File: src/rtl/pqvalue_pkg.sv
// Shared types and constants for the pqvalue element-wise sequencer.
// Holds the ALU op encoding, the two NTT-friendly moduli and the FSM states.
package pqvalue_pkg;

  typedef enum logic [1:0] {
    OP_ILLEGAL = 2'b00,
    OP_ADD     = 2'b01,
    OP_SUB     = 2'b10,
    OP_MUL     = 2'b11
  } op_e;

  localparam int unsigned Q_DILITHIUM = 32'd8380417;
  localparam int unsigned Q_KYBER     = 32'd3329;

  typedef enum logic [1:0] {
    S_IDLE,
    S_RUN,
    S_DRAIN,
    S_DONE
  } state_e;

endpackage

File: src/rtl/pqvalue_seq.sv
// Streams len elements through an external modular ALU: read a/b, compute, write dst.
// Three-stage pipeline (read, operand/capture, write) at one element per cycle.
module pqvalue_seq
  import pqvalue_pkg::*;
#(
  parameter int ADDR_W = 8,
  parameter int DATA_W = 23
) (
  input  logic              clk_i,
  input  logic              rst_ni,
  input  logic              start_i,
  input  logic [1:0]        op_i,
  input  logic              red_i,
  input  logic [ADDR_W-1:0] src_a_i,
  input  logic [ADDR_W-1:0] src_b_i,
  input  logic [ADDR_W-1:0] dst_i,
  input  logic [ADDR_W-1:0] len_i,
  output logic              busy_o,
  output logic              done_o,
  output logic              err_o,
  output logic              mem_re_o,
  output logic [ADDR_W-1:0] mem_ra_addr_o,
  output logic [ADDR_W-1:0] mem_rb_addr_o,
  input  logic [DATA_W-1:0] mem_ra_data_i,
  input  logic [DATA_W-1:0] mem_rb_data_i,
  output logic [DATA_W-1:0] alu_a_o,
  output logic [DATA_W-1:0] alu_b_o,
  output logic [1:0]        alu_sel_op_o,
  output logic              alu_sel_red_o,
  input  logic [DATA_W-1:0] alu_res_i,
  output logic              mem_we_o,
  output logic [ADDR_W-1:0] mem_wa_o,
  output logic [DATA_W-1:0] mem_wd_o
);

  localparam logic [ADDR_W-1:0] ADDR_ONE = ADDR_W'(1);

  state_e            state_q, state_d;
  op_e               op_q;
  logic              red_q;
  logic [ADDR_W-1:0] src_a_q, src_b_q, dst_q, len_q;
  logic [ADDR_W-1:0] rd_idx_q;
  logic              s2_valid_q;
  logic [ADDR_W-1:0] s2_idx_q;
  logic              wr_valid_q;
  logic [ADDR_W-1:0] wr_addr_q;
  logic [DATA_W-1:0] wr_data_q;
  logic              err_q;

  logic accept;
  logic illegal;
  logic rd_en;

  assign accept  = (state_q == S_IDLE) && start_i;
  assign illegal = (op_i == OP_ILLEGAL);
  assign rd_en   = (state_q == S_RUN);

  // NOTE: every variable gets a default first so no path can infer a latch.
  always_comb begin
    state_d = state_q;
    unique case (state_q)
      S_IDLE: begin
        if (start_i && !illegal) state_d = (len_i == '0) ? S_DONE : S_RUN;
      end
      S_RUN: begin
        if (rd_idx_q == len_q - ADDR_ONE) state_d = S_DRAIN;
      end
      // The final write is in flight once stage 2 is empty and stage 3 is full.
      S_DRAIN: begin
        if (wr_valid_q && !s2_valid_q) state_d = S_DONE;
      end
      S_DONE:  state_d = S_IDLE;
      default: state_d = S_IDLE;
    endcase
  end

  // NOTE: sequential state uses non-blocking assignments so every register
  // samples pre-edge values, independent of statement order.
  always_ff @(posedge clk_i or negedge rst_ni) begin
    if (!rst_ni) begin
      state_q    <= S_IDLE;
      op_q       <= OP_ILLEGAL;
      red_q      <= 1'b0;
      src_a_q    <= '0;
      src_b_q    <= '0;
      dst_q      <= '0;
      len_q      <= '0;
      rd_idx_q   <= '0;
      s2_valid_q <= 1'b0;
      s2_idx_q   <= '0;
      wr_valid_q <= 1'b0;
      wr_addr_q  <= '0;
      wr_data_q  <= '0;
      err_q      <= 1'b0;
    end else begin
      state_q <= state_d;
      err_q   <= accept && illegal;

      if (accept && !illegal) begin
        op_q    <= op_e'(op_i);
        red_q   <= red_i;
        src_a_q <= src_a_i;
        src_b_q <= src_b_i;
        dst_q   <= dst_i;
        len_q   <= len_i;
      end

      if (accept)     rd_idx_q <= '0;
      else if (rd_en) rd_idx_q <= rd_idx_q + ADDR_ONE;

      s2_valid_q <= rd_en;
      s2_idx_q   <= rd_idx_q;

      wr_valid_q <= s2_valid_q;
      if (s2_valid_q) begin
        wr_addr_q <= dst_q + s2_idx_q;
        wr_data_q <= alu_res_i;
      end
    end
  end

  assign busy_o        = (state_q != S_IDLE);
  assign done_o        = (state_q == S_DONE);
  assign err_o         = err_q;

  assign mem_re_o      = rd_en;
  assign mem_ra_addr_o = rd_en ? src_a_q + rd_idx_q : '0;
  assign mem_rb_addr_o = rd_en ? src_b_q + rd_idx_q : '0;

  // Operands are the raw read data; gated so they read zero outside stage 2.
  assign alu_a_o       = s2_valid_q ? mem_ra_data_i : '0;
  assign alu_b_o       = s2_valid_q ? mem_rb_data_i : '0;
  assign alu_sel_op_o  = busy_o ? op_q : 2'b00;
  assign alu_sel_red_o = busy_o & red_q;

  assign mem_we_o      = wr_valid_q;
  assign mem_wa_o      = wr_valid_q ? wr_addr_q : '0;
  assign mem_wd_o      = wr_valid_q ? wr_data_q : '0;

endmodule
File: config.mk
export PLATFORM = sky130hd
export DESIGN_NAME = pqvalue_seq
export DESIGN_NICKNAME = d
export VERILOG_FILES = /design/src/rtl/pqvalue_pkg.sv /design/src/rtl/pqvalue_seq.sv
export SDC_FILE = /design/constraint.sdc
export NUM_CORES = 1
export LEC_CHECK = 0
export BUFFER_PORTS_ARGS = -buffer_cell sky130_fd_sc_hd__buf_4
export CAP_MARGIN = 20
export CORE_MARGIN = 4
export CORE_UTILIZATION = 49
export CTS_CLUSTER_SIZE = 20
export DETAILED_ROUTE_END_ITERATION = 12
export PLACE_DENSITY_LB_ADDON = 0.2
export SLEW_MARGIN = 20
export SYNTH_ARGS = -nofsm -noshare
export SYNTH_HDL_FRONTEND = slang
export SYNTH_SLANG_ARGS = --single-unit
File: constraint.sdc
create_clock -name clk_i -period 2.8 [get_ports clk_i]
set_clock_uncertainty 0.1 [all_clocks]
set_input_delay 0.56 -clock clk_i [delete_from_list [all_inputs] [get_ports clk_i]]
set_output_delay 0.56 -clock clk_i [all_outputs]
set_load 0.03 [all_outputs]
==> impl_results.md, run 1 <==
* Status: complete, but fails checks
* Failing checks: negative setup slack
* Cells after Synth at 458
* Async SR Flop Fraction at 100%
* Worst slack at placement at -0.0187 ns
* Share of cells above drive strength 1 at 49.1%
* CTS Buffer Depth at 2
* Cell variety after synth at 45
* Die height at 109 um
* IO buf count at 207
* Yosys reg bits at 87
* DP HPWL at 10300 um
* Final WL at 14000 um
* Highest clock rate at 0.325 GHz
* GRT overflow at 0
* P&R area growth vs syn at 45.2%
* Maxcap violations at 0
* Syn Nets at 595
* Die Wd at 109 um
* Insertion delay to the later sink of the worst-skew pair at 0.34 ns
* Pre-antenna DRT Iters at 4
* Initial antenna violation count at 0
* Min Tclk post-route at 3.08 ns
* VDD IR max at 0.823 mV
* Via count at 4173
* CTS buffer count at 9
* P_leak at 3.59 nW
* Main synth FF type: dfrtp_1
* Count of hold-fix buffers inserted at cts at 0
* Mapped cell area at 4990 sq um
* Iteration-0 DRC Markers at 162
* Core footprint at 9860 sq um
* Max incr delay on CP at 0.45 ns
* WP buf/inv at 1
* Wire per inst at 17.0 um
* Slew Limit Fails at 0
* Num rows at 36
* Worst EP arrival at 2.42 ns
* Clock sink total at 87
* Gpl congestion at 0.850
* CP Max Fanout at 4
* Worst Hold Class: input port to async pin
* CTS tree: done
* Max H-tree Level at 3
* Nets at 820
* Slew HR at 48.1%
* Vias per Instance at 5.08
* Synthesized area per cell at 10.9 sq um
* Worst setup EP type: output port
* Critical path required time at 2.14 ns
* Setup CP Type: flip-flop to output port
* Largest net degree at the start of global routing at 51
* Final period util at 110%
* DRC viols at 0
* Number of flops mapped to enable cells by yosys at 0
* Pwr per Cell Area at 1170 nW/um^2
* Total GRT Usage at 22.4%
* Clk root buf: clkbuf_8
* I/O pin count at 208
* Non-filler cells, final at 821
* Most frequent CP cell: a21oi_2
* CP cell instances: ha_4, fa_2, a21o_1, a21oi_2, o21bai_1, a21oi_2, xnor2_1, and2_1, buf_6
* Delay-heaviest family, CP: compound AO/OA/AOI/OAI gates
* Ant. Diodes at 0
* Global-route wire length before repair at 20800 um
* Setup TNS at -1.25 ns
* Starting density of the core at 50.6%
* Seq/Total Area, Yosys at 43.6%
* Final hold violation count at 0
* Post-DRT Antenna Nets at 0
* Clock slew at reported path FFs at 0.08 ns
* Final setup margin at -0.278 ns
* CP Launch Type: flip-flop
* Least-Margin Pin Slew at 0.779 ns
* Cell with the largest stage delay on the worst path: dfrtp_2
* Placed cell count at 794
* Synth warn at 0
* Vias in the first global route at 4291
* Unrepaired setup endpoints after global routing: yes
* Die ar. at 11900 sq um
* # setup viols final at 8
==> logic make-up after synthesis <==
logic type / count (synthesis) / share of synthesized area, %
AOI/OAI and AO/OA: 49 / 6.99
xor gates and xnor gates: 32 / 5.61
adders and majority gates: 30 / 7.97
buffers and inverters: 35 / 2.73
DFF: 87 / 43.6
muxes: 64 / 14.4
and+or+nand+nor: 161 / 18.7
==> per-layer routing <==
layer	vias up	share of wire, %	track usage, %
li1	2006	-	-
met1	1993	37	25.4
met2	155	54	41.7
met3	19	7.3	4.32
met4	0	1.9	7.75
met5	-	0	0
==> state kept, by name, indices dropped and copies added (netlist names) <==
signal,cells
red_q,1
len_q,8
err_o,1
state_q,2
src_a_q,8
wr_data_q,23
rd_idx_q,8
src_b_q,8
wr_addr_q,8
op_q,2
s2_idx_q,8
s2_valid_q,1
dst_q,8
mem_we_o,1
==> cells in the mapped netlist (4+ instances only) <==
cell	number	area (sq um)
inv_1	16	60.1
nand4_1	4	25.0
buf_2	4	20.0
xnor2_1	23	201
o21bai_1	4	30.0
nor2b_1	4	25.0
nor3_1	4	20.0
mux2_2	61	687
and2_1	93	582
nor2_1	18	67.6
clkbuf_1	13	48.8
nand2_1	16	60.1
a21o_1	5	37.5
or3_1	5	31.3
ha_1	27	338
xor2_1	9	78.8
dfrtp_1	87	2180
a21oi_1	12	60.1
o21ai_0	9	45.0
==> final cells by class <==
type | instances | area (sq um)
inverter | 16 | 60.1
clock inverter | 5 | 104
sequential | 87 | 2180
multi-input combinational | 336 | 2790
tap | 133 | 166
timing repair buffer | 233 | 1810
fill | 714 | 2620
clock buffer | 11 | 141
==> final timing paths <==
kind	depth (start not counted)	from	slack, ns	end
min in group clk_i	2	op_i[0]	0.31	err_o$_DFF_PN0_
hold / removal	1	rst_ni	0.07	op_q[0]$_DFFE_PN0P_
setup reg to reg	6	state_q[0]$_DFFE_PN0P_	0.49	src_a_q[0]$_DFFE_PN0P_
setup / recovery	9	rd_idx_q[0]$_DFFE_PN0P_	-0.28	mem_ra_addr_o[6]
max in group asynchronous	2	rst_ni	1.88	rd_idx_q[0]$_DFFE_PN0P_
hold reg to reg	0	rd_idx_q[0]$_DFFE_PN0P_	0.37	s2_idx_q[0]$_DFF_PN0_
==> worst reg2reg max path: cells and delay by family, from the launching register on <==
family | cells | cell delay (ns)
and+or+nand+nor | 1 | 0.51
AOI/OAI and AO/OA | 1 | 0.09
muxes | 1 | 0.36
buffers and inverters | 2 | 0.39
adders and majority gates | 1 | 0.34
DFF | 1 | 0.41
==> placed cells by master, fill, tap and decap left out, drive strengths merged, types with 2 or more instances in the layout <==
cell     synthesis  routed
a2111oi          2       2
a21boi           3       3
a21o             5       5
a21oi           12      12
and2            93      93
and3             2       2
buf              6     233
bufinv           0       3
clkbuf          13      11
dfrtp           87      87
fa               3       3
ha              27      27
inv             16      17
mux2            61      61
mux2i            3       3
nand2           16      16
nand2b           2       2
nand3b           2       2
nand4            4       4
nor2            19      19
nor2b            4       4
nor3             5       5
nor3b            3       3
nor4             3       3
o21a             2       2
o21ai           12      12
o21bai           4       4
or3              5       5
xnor2           23      23
xor2             9       9
==> metrics by stage <==
| step | util, % | hold slack, ns | instance area, sq um | power (mW) |
|---|---|---|---|---|
| 6_report | 73.5 | 0.0748 | 7250 | 8.48 |
| 5_1_grt | 73.5 | 0.0974 | 7250 | 9.03 |
| 3_5_place_dp | 68.9 | 0.336 | 6800 | 7.10 |
| 2_1_floorplan | - | 0.164 | 5000 | 5.47 |
| 4_1_cts | 72.7 | 0.0835 | 7170 | 8.36 |
| 3_3_place_gp | 68.9 | 0.335 | 6800 | 6.95 |
==> where the power goes <==
part	switching (mW)	internal (mW)	total, mW
logic	2.72	2.40	5.13
clock network	0.439	0.620	1.06
registers	0.479	1.82	2.30
==> repair_timing <==
action | in CTS | in global routing
setup endpoints to repair | 8 | 8
gates resized for setup | 21 | 10
setup buffers | 10 | 3
pin swaps | 18 | 8
Note: power is estimated with default switching activity, not from simulation.
==> run 2: changes to the inputs <==
CORE_UTILIZATION = 52   (was 49)
clock period = 4 ns   (was 2.8 ns; I/O delays follow)
==> run 2 against run 1 <==
  * The run now ends clean
  * Via count decreased by 3.4%
  * Cell area decreased by 4.2%
  * Sequential cell count stayed put
  * Sequential power is 29% lower
  * Global-route usage increased by 0.64 points
  * Critical path type unchanged
==> impl_results.md, run 2 (synthesis results as in run 1) <==
* DRC viols at 0 (unchanged)
* Final WL at 12900 um (-7.4%)
* Commonest non-fill, non-tap cells in the layout: buf_4, and2_1, dfrtp_1
* CP Max Fanout at 9 (+5)
* GRT overflow at 0 (unchanged)
* CTS tree: done
* Num rows at 35 (-2.8%)
* Die height at 106 um (-2.7%)
* Setup TNS at 0 ns (+1.25 ns)
* P&R area growth vs syn at 39.1%
* Number of flip-flops in the largest register at 23 (unchanged)
* Slew HR at 45.2% (-2.9 points)
* IO buf count at 207 (unchanged)
* Combinational group share of total power at 58.5% (-1.9 points)
* Pre-antenna DRT Iters at 4 (unchanged)
* Die Wd at 106 um (-2.7%)
* Least-Margin Pin Slew at 0.823 ns (+0.0439 ns)
* Final period util at 89.0%
* Vias per Instance at 5.07 (-0.24%)
* Max incr delay on CP at 0.60 ns (+0.15 ns)
* Insertion delay to the later sink of the worst-skew pair at 0.34 ns (about the same)
* Hold depth at 2
* Global-route wire length before repair at 20800 um (-0.24%)
* Initial antenna violation count at 0 (unchanged)
* Critical path required time at 3.10 ns (+0.96 ns)
* Post-CTS Setup Inserts at 0 (-10)
* Die ar. at 11200 sq um (-5.4%)
* Placed cell count at 777 (-2.1%)
* Non-filler cells, final at 795 (-3.2%)
* Clk root buf: clkbuf_8
* Worst Hold Class: flip-flop to flip-flop
* Maxcap violations at 0 (unchanged)
* CP Launch Type: flip-flop
* Sw frac at 43.7% (+0.78 points)
* Share of cells above drive strength 1 at 44.7% (-4.4 points)
* Overall Power at 5.60 mW (-34%)
* DP HPWL at 10100 um (-2.6%)
* Setup CP Type: flip-flop to output port
* CTS buffer count at 9 (unchanged)
* Final Util at 74.8% (+1.3 points)
* Net switching power at 2.45 mW (-33%)
* Min Tclk post-route at 3.56 ns
* Top reg by flops: wr_data_q
* Gpl congestion at 0.812 (-4.5%)
* Power share of the clock group at 12.3% (-0.2 points)
* Total GRT Usage at 23.1% (+0.64 points)
* Number of gates resized after CTS at 0 (-100%)
* Unrepaired setup endpoints after global routing: no
* Clock sink total at 87 (unchanged)
* CTS Buffer Depth at 2 (unchanged)
* Nets at 798 (-2.7%)
* Largest net degree at the start of global routing at 88 (+73%)
* R2R depth at 6 (unchanged)
* Ant. Diodes at 0 (unchanged)
* Worst EP arrival at 2.66 ns (+0.24 ns)
* Via count at 4031 (-3.4%)
* VDD IR max at 0.436 mV (-47%)
* Wire per inst at 16.3 um (-4.4%)
* CP cell instances: ha_1, a21o_1, a21oi_1, o21bai_1, a2111oi_2, o21ai_0, a21boi_1, buf_4
* Pwr per Cell Area at 806 nW/um^2 (-31%)
* Internal power at 3.15 mW (-35%)
* Slew Limit Fails at 0 (unchanged)
* I/O pin count at 208 (unchanged)
* Cell with the largest stage delay on the worst path: dfrtp_1
* Iteration-0 DRC Markers at 132 (-19%)
* Count of hold-fix buffers inserted at cts at 0 (unchanged)
* P_leak at 3.45 nW (-3.9%)
* Post-DRT Antenna Nets at 0 (unchanged)
* Highest clock rate at 0.281 GHz
* Vias in the first global route at 4166 (-2.9%)
* Core footprint at 9280 sq um (-5.9%)
* Most common cell after layout, fill and taps aside: buf_4
* Max H-tree Level at 3 (unchanged)
* Final hold violation count at 0 (unchanged)
* Reg power frac at 29.2% (+2.1 points)
* Worst setup EP type: output port
* Clock slew at reported path FFs at 0.09 ns (about the same)
* Starting density of the core at 53.8% (+3.2 points)
* # setup viols final at 0 (-8)
* Status: complete, no violations
run 2: cell count changes in the layout (fill, tap and decap cells not counted), moves of 3 or more:
cell,previous run,this run
buf_4,221,208
ha_1,24,27
a21oi_2,8,0
buf_6,10,1
a21oi_1,4,12
run 2: path summary, 6_finish.rpt:
| check | from | end | slack (ns) |
|---|---|---|---|
| max | rd_idx_q[1]$_DFFE_PN0P_ | mem_ra_addr_o[7] | 0.44 |
| min | wr_addr_q[6]$_DFFE_PN0P_ | wr_addr_q[6]$_DFFE_PN0P_ | 0.38 |
| max reg2reg | state_q[0]$_DFFE_PN0P_ | src_a_q[3]$_DFFE_PN0P_ | 1.63 |
| min reg2reg | wr_addr_q[6]$_DFFE_PN0P_ | wr_addr_q[6]$_DFFE_PN0P_ | 0.38 |
| max in group asynchronous | rst_ni | s2_valid_q$_DFF_PN0_ | 2.80 |
| min in group asynchronous | rst_ni | len_q[1]$_DFFE_PN0P_ | 0.39 |
run 2: routing by layer:
metal / global-route usage [%] / part of all wire [%]
met5: 0 / 0
met4: 6.01 / 1.6
met3: 5.53 / 6.0
met2: 43.7 / 54
met1: 25.8 / 38
run 2: area by class of cell:
type	count	area, sq um
clock buffer	9	124
clock inverter	7	104
fill	688	2340
inverter	16	60.1
multi-input combinational	336	2690
sequential	87	2180
tap	129	161
timing repair buffer	211	1630
run 2: power by group through the flow:
| stage | combinational [mW] | sequential, mW | clock [mW] |
|---|---|---|---|
| 2_1_floorplan | 2.32 | 1.50 | 0 |
| 3_3_place_gp | 3.14 | 1.65 | 0 |
| 3_5_place_dp | 3.22 | 1.69 | 0 |
| 4_1_cts | 3.24 | 1.67 | 0.706 |
| 5_1_grt | 3.55 | 1.70 | 0.746 |
| 6_report | 3.28 | 1.64 | 0.687 |
run 2: stage by stage:
stage / hold WS, ns / setup slack, ns / area [sq um]
after floorplan: 0.252 / 0.898 / 4990
after global placement: 0.351 / 0.956 / 6660
after detailed placement: 0.363 / 0.820 / 6660
after CTS: 0.386 / 0.423 / 6890
after global routing: 0.417 / 0.216 / 6950
final: 0.378 / 0.439 / 6950
run 2: critical path: cells and delay by family (launching register included):
kind / cells / cell delay [ns]
AO/OA/AOI/OAI: 6 / 1.23
adder cells (fa/ha/maj): 1 / 0.31
buffers and inverters: 1 / 0.18
flip-flops: 1 / 0.60
==> run 3: changes to the inputs <==
PLACE_DENSITY = 0.92   (was not set)
PLACE_DENSITY_LB_ADDON = not set   (was 0.2)
==> run 3 against run 2 <==
  * Utilization is 0.50 points lower
  * Worst hold slack got worse by 0.049 ns
  * Sequential share of layout area up 0.21 points
  * Non-clock buffer count did not move
  * Power down 0.35%
  * Critical endpoint is now mem_rb_addr_o[6]
==> impl_results.md, run 3 (synthesis results as in run 1) <==
* Final setup margin at 0.432 ns (-0.00753 ns)
* Setup CP Type: flip-flop to output port
* Final period util at 89.2% (+0.19 points)
* Via count at 4096 (+1.6%)
* Largest net degree at the start of global routing at 54 (-39%)
* Status: complete, no violations
* Sw frac at 44.1% (+0.34 points)
* R2R depth at 5 (-1)
* Min Tclk post-route at 3.57 ns (+0.00753 ns)
* Global-route wire length before repair at 22400 um (+7.7%)
* Num rows at 35 (unchanged)
* Power share of the clock group at 12.1% (-0.2 points)
* Net switching power at 2.46 mW (+0.43%)
* RR Endpoint: dst_q[2]$_DFFE_PN0P_
* Share of cells above drive strength 1 at 44.6% (-0.15 points)
* Worst Hold Class: input port to async pin
* GRT overflow at 0 (unchanged)
* Highest clock rate at 0.280 GHz (-0.21%)
* CTS Buffer Depth at 2 (unchanged)
* IO buf count at 207 (unchanged)
* Worst setup EP type: output port
* Worst slack at placement at 0.822 ns (+0.00180 ns)
* VDD IR max at 0.482 mV (+10%)
* # setup viols final at 0 (unchanged)
* I/O pin count at 208 (unchanged)
* DRC viols at 0 (unchanged)
* Post-CTS Setup Inserts at 0 (unchanged)
* Least-Margin Pin Slew at 1.07 ns (+0.251 ns)
* Count of hold-fix buffers inserted at cts at 0 (unchanged)
* Die Wd at 106 um (unchanged)
* Max H-tree Level at 3 (unchanged)
* Pwr per Cell Area at 809 nW/um^2 (+0.32%)
* Top reg by flops: wr_data_q
* Number of flip-flops in the largest register at 23 (unchanged)
* P&R area growth vs syn at 38.2%
* Wire per inst at 17.7 um (+9.0%)
* Vias per Instance at 5.14 (+1.4%)
* Internal power at 3.12 mW (-0.96%)
* Maxcap violations at 0 (unchanged)
* CP Max Fanout at 7 (-2)
* CTS tree: done
* Pre-antenna DRT Iters at 5 (+1)
* Initial antenna violation count at 2 (+2)
* Die height at 106 um (unchanged)
* CTS buffer count at 9 (unchanged)
* Core footprint at 9280 sq um (unchanged)
* FF-to-FF Start: state_q[0]$_DFFE_PN0P_
* Iteration-0 DRC Markers at 142 (+7.6%)
* Number of gates resized after CTS at 0 (unchanged)
* Post-DRT Antenna Nets at 0 (unchanged)
* Starting density of the core at 53.8% (unchanged)
* Nets at 798 (unchanged)
* Final hold violation count at 0 (unchanged)
* P_leak at 3.43 nW (-0.65%)
* Unrepaired setup endpoints after global routing: no
* Clk root buf: clkbuf_8
* Slew Limit Fails at 0 (unchanged)
* Combinational group share of total power at 58.6% (about the same)
* Insertion delay to the later sink of the worst-skew pair at 0.35 ns (about the same)
* Final WL at 14100 um (+9.3%)
* Commonest non-fill, non-tap cells in the layout: buf_4, and2_1, dfrtp_1
* Slew HR at 28.2% (-17 points)
* Critical path required time at 3.10 ns (about the same)
* Reg power frac at 29.4% (+0.2 points)
* Gpl congestion at 0.846 (+4.3%)
* FF-to-FF setup slack at 1.63 ns (about the same)
* Most common cell after layout, fill and taps aside: buf_4
* Worst EP arrival at 2.67 ns (about the same)
* Setup TNS at 0 ns (unchanged)
* Clock sink total at 87 (unchanged)
* Vias in the first global route at 4539 (+9.0%)
* CP Launch Type: flip-flop
* DP HPWL at 11300 um (+12%)
* Die ar. at 11200 sq um (unchanged)
* Total GRT Usage at 25.4% (+2.3 points)
* Clock slew at reported path FFs at 0.09 ns (about the same)
==> run 3: cell count changes in the layout (fill, tap and decap cells not counted), sizes merged <==
cell	change
diode	+2
clkbuf	+1
inv	-1
==> run 3: stage by stage <==
stage | cells | instance area, sq um | util [%] | power, mW | hold slack (ns)
6_report | 797 | 6900 | 74.3 | 5.58 | 0.329
5_1_grt | 797 | 6900 | 74.3 | 5.96 | 0.370
4_1_cts | 795 | 6900 | 74.3 | 5.63 | 0.337
3_5_place_dp | 779 | 6680 | 71.9 | 4.94 | 0.368
3_3_place_gp | 779 | 6680 | 71.9 | 4.78 | 0.351
2_1_floorplan | 458 | 4990 | - | 3.82 | 0.252
==> run 3: how the worst max path moves through the flow <==
stage	start	to	slack, ns	cells after the start
after floorplan	rd_idx_q[1]$_DFFE_PN0P_	mem_ra_addr_o[7]	0.90	7
after global placement	rd_idx_q[1]$_DFFE_PN0P_	mem_ra_addr_o[7]	0.96	8
after detailed placement	rd_idx_q[0]$_DFFE_PN0P_	mem_rb_addr_o[6]	0.82	9
after CTS	rd_idx_q[1]$_DFFE_PN0P_	mem_rb_addr_o[7]	0.42	8
after global routing	rd_idx_q[1]$_DFFE_PN0P_	mem_rb_addr_o[7]	0.23	8
final	rd_idx_q[0]$_DFFE_PN0P_	mem_rb_addr_o[6]	0.43	9
==> run 3: area by class of cell <==
type                    instances  area, sq um
diodes                          2         5.00
clock buffers                  10          128
clock inverters                 6         92.6
fillers                       660         2380
inverters                      16         60.1
multi-input cells             336         2690
flip-flops and latches         87         2180
well taps                     129          161
repair buffers                211         1580
==> run 3: critical path, cell delays in order (launching register included) <==
cell      delay [ns]
dfrtp_1         0.49
ha_1            0.25
fa_1            0.43
a21o_1          0.19
a21oi_1         0.22
o21bai_1        0.09
a21oi_1         0.19
xnor2_1         0.15
and2_1          0.15
buf_4           0.16
==> run 3: power groups by stage <==
stage,Clock (mW),Combinational (mW),Sequential [mW]
finish,0.673,3.27,1.64
global route,0.727,3.53,1.71
CTS,0.692,3.30,1.64
global placement,0,3.16,1.62
detailed placement,0,3.28,1.65
floorplan,0,2.32,1.50
==> run 3: per-layer routing <==
layer	vias to the layer above	track usage [%]	wire length, um
met4	0	12.2	549
li1	1959	-	-
met1	1948	24.8	4730
met2	155	50.0	7960
met5	-	0	0
met3	34	5.34	893
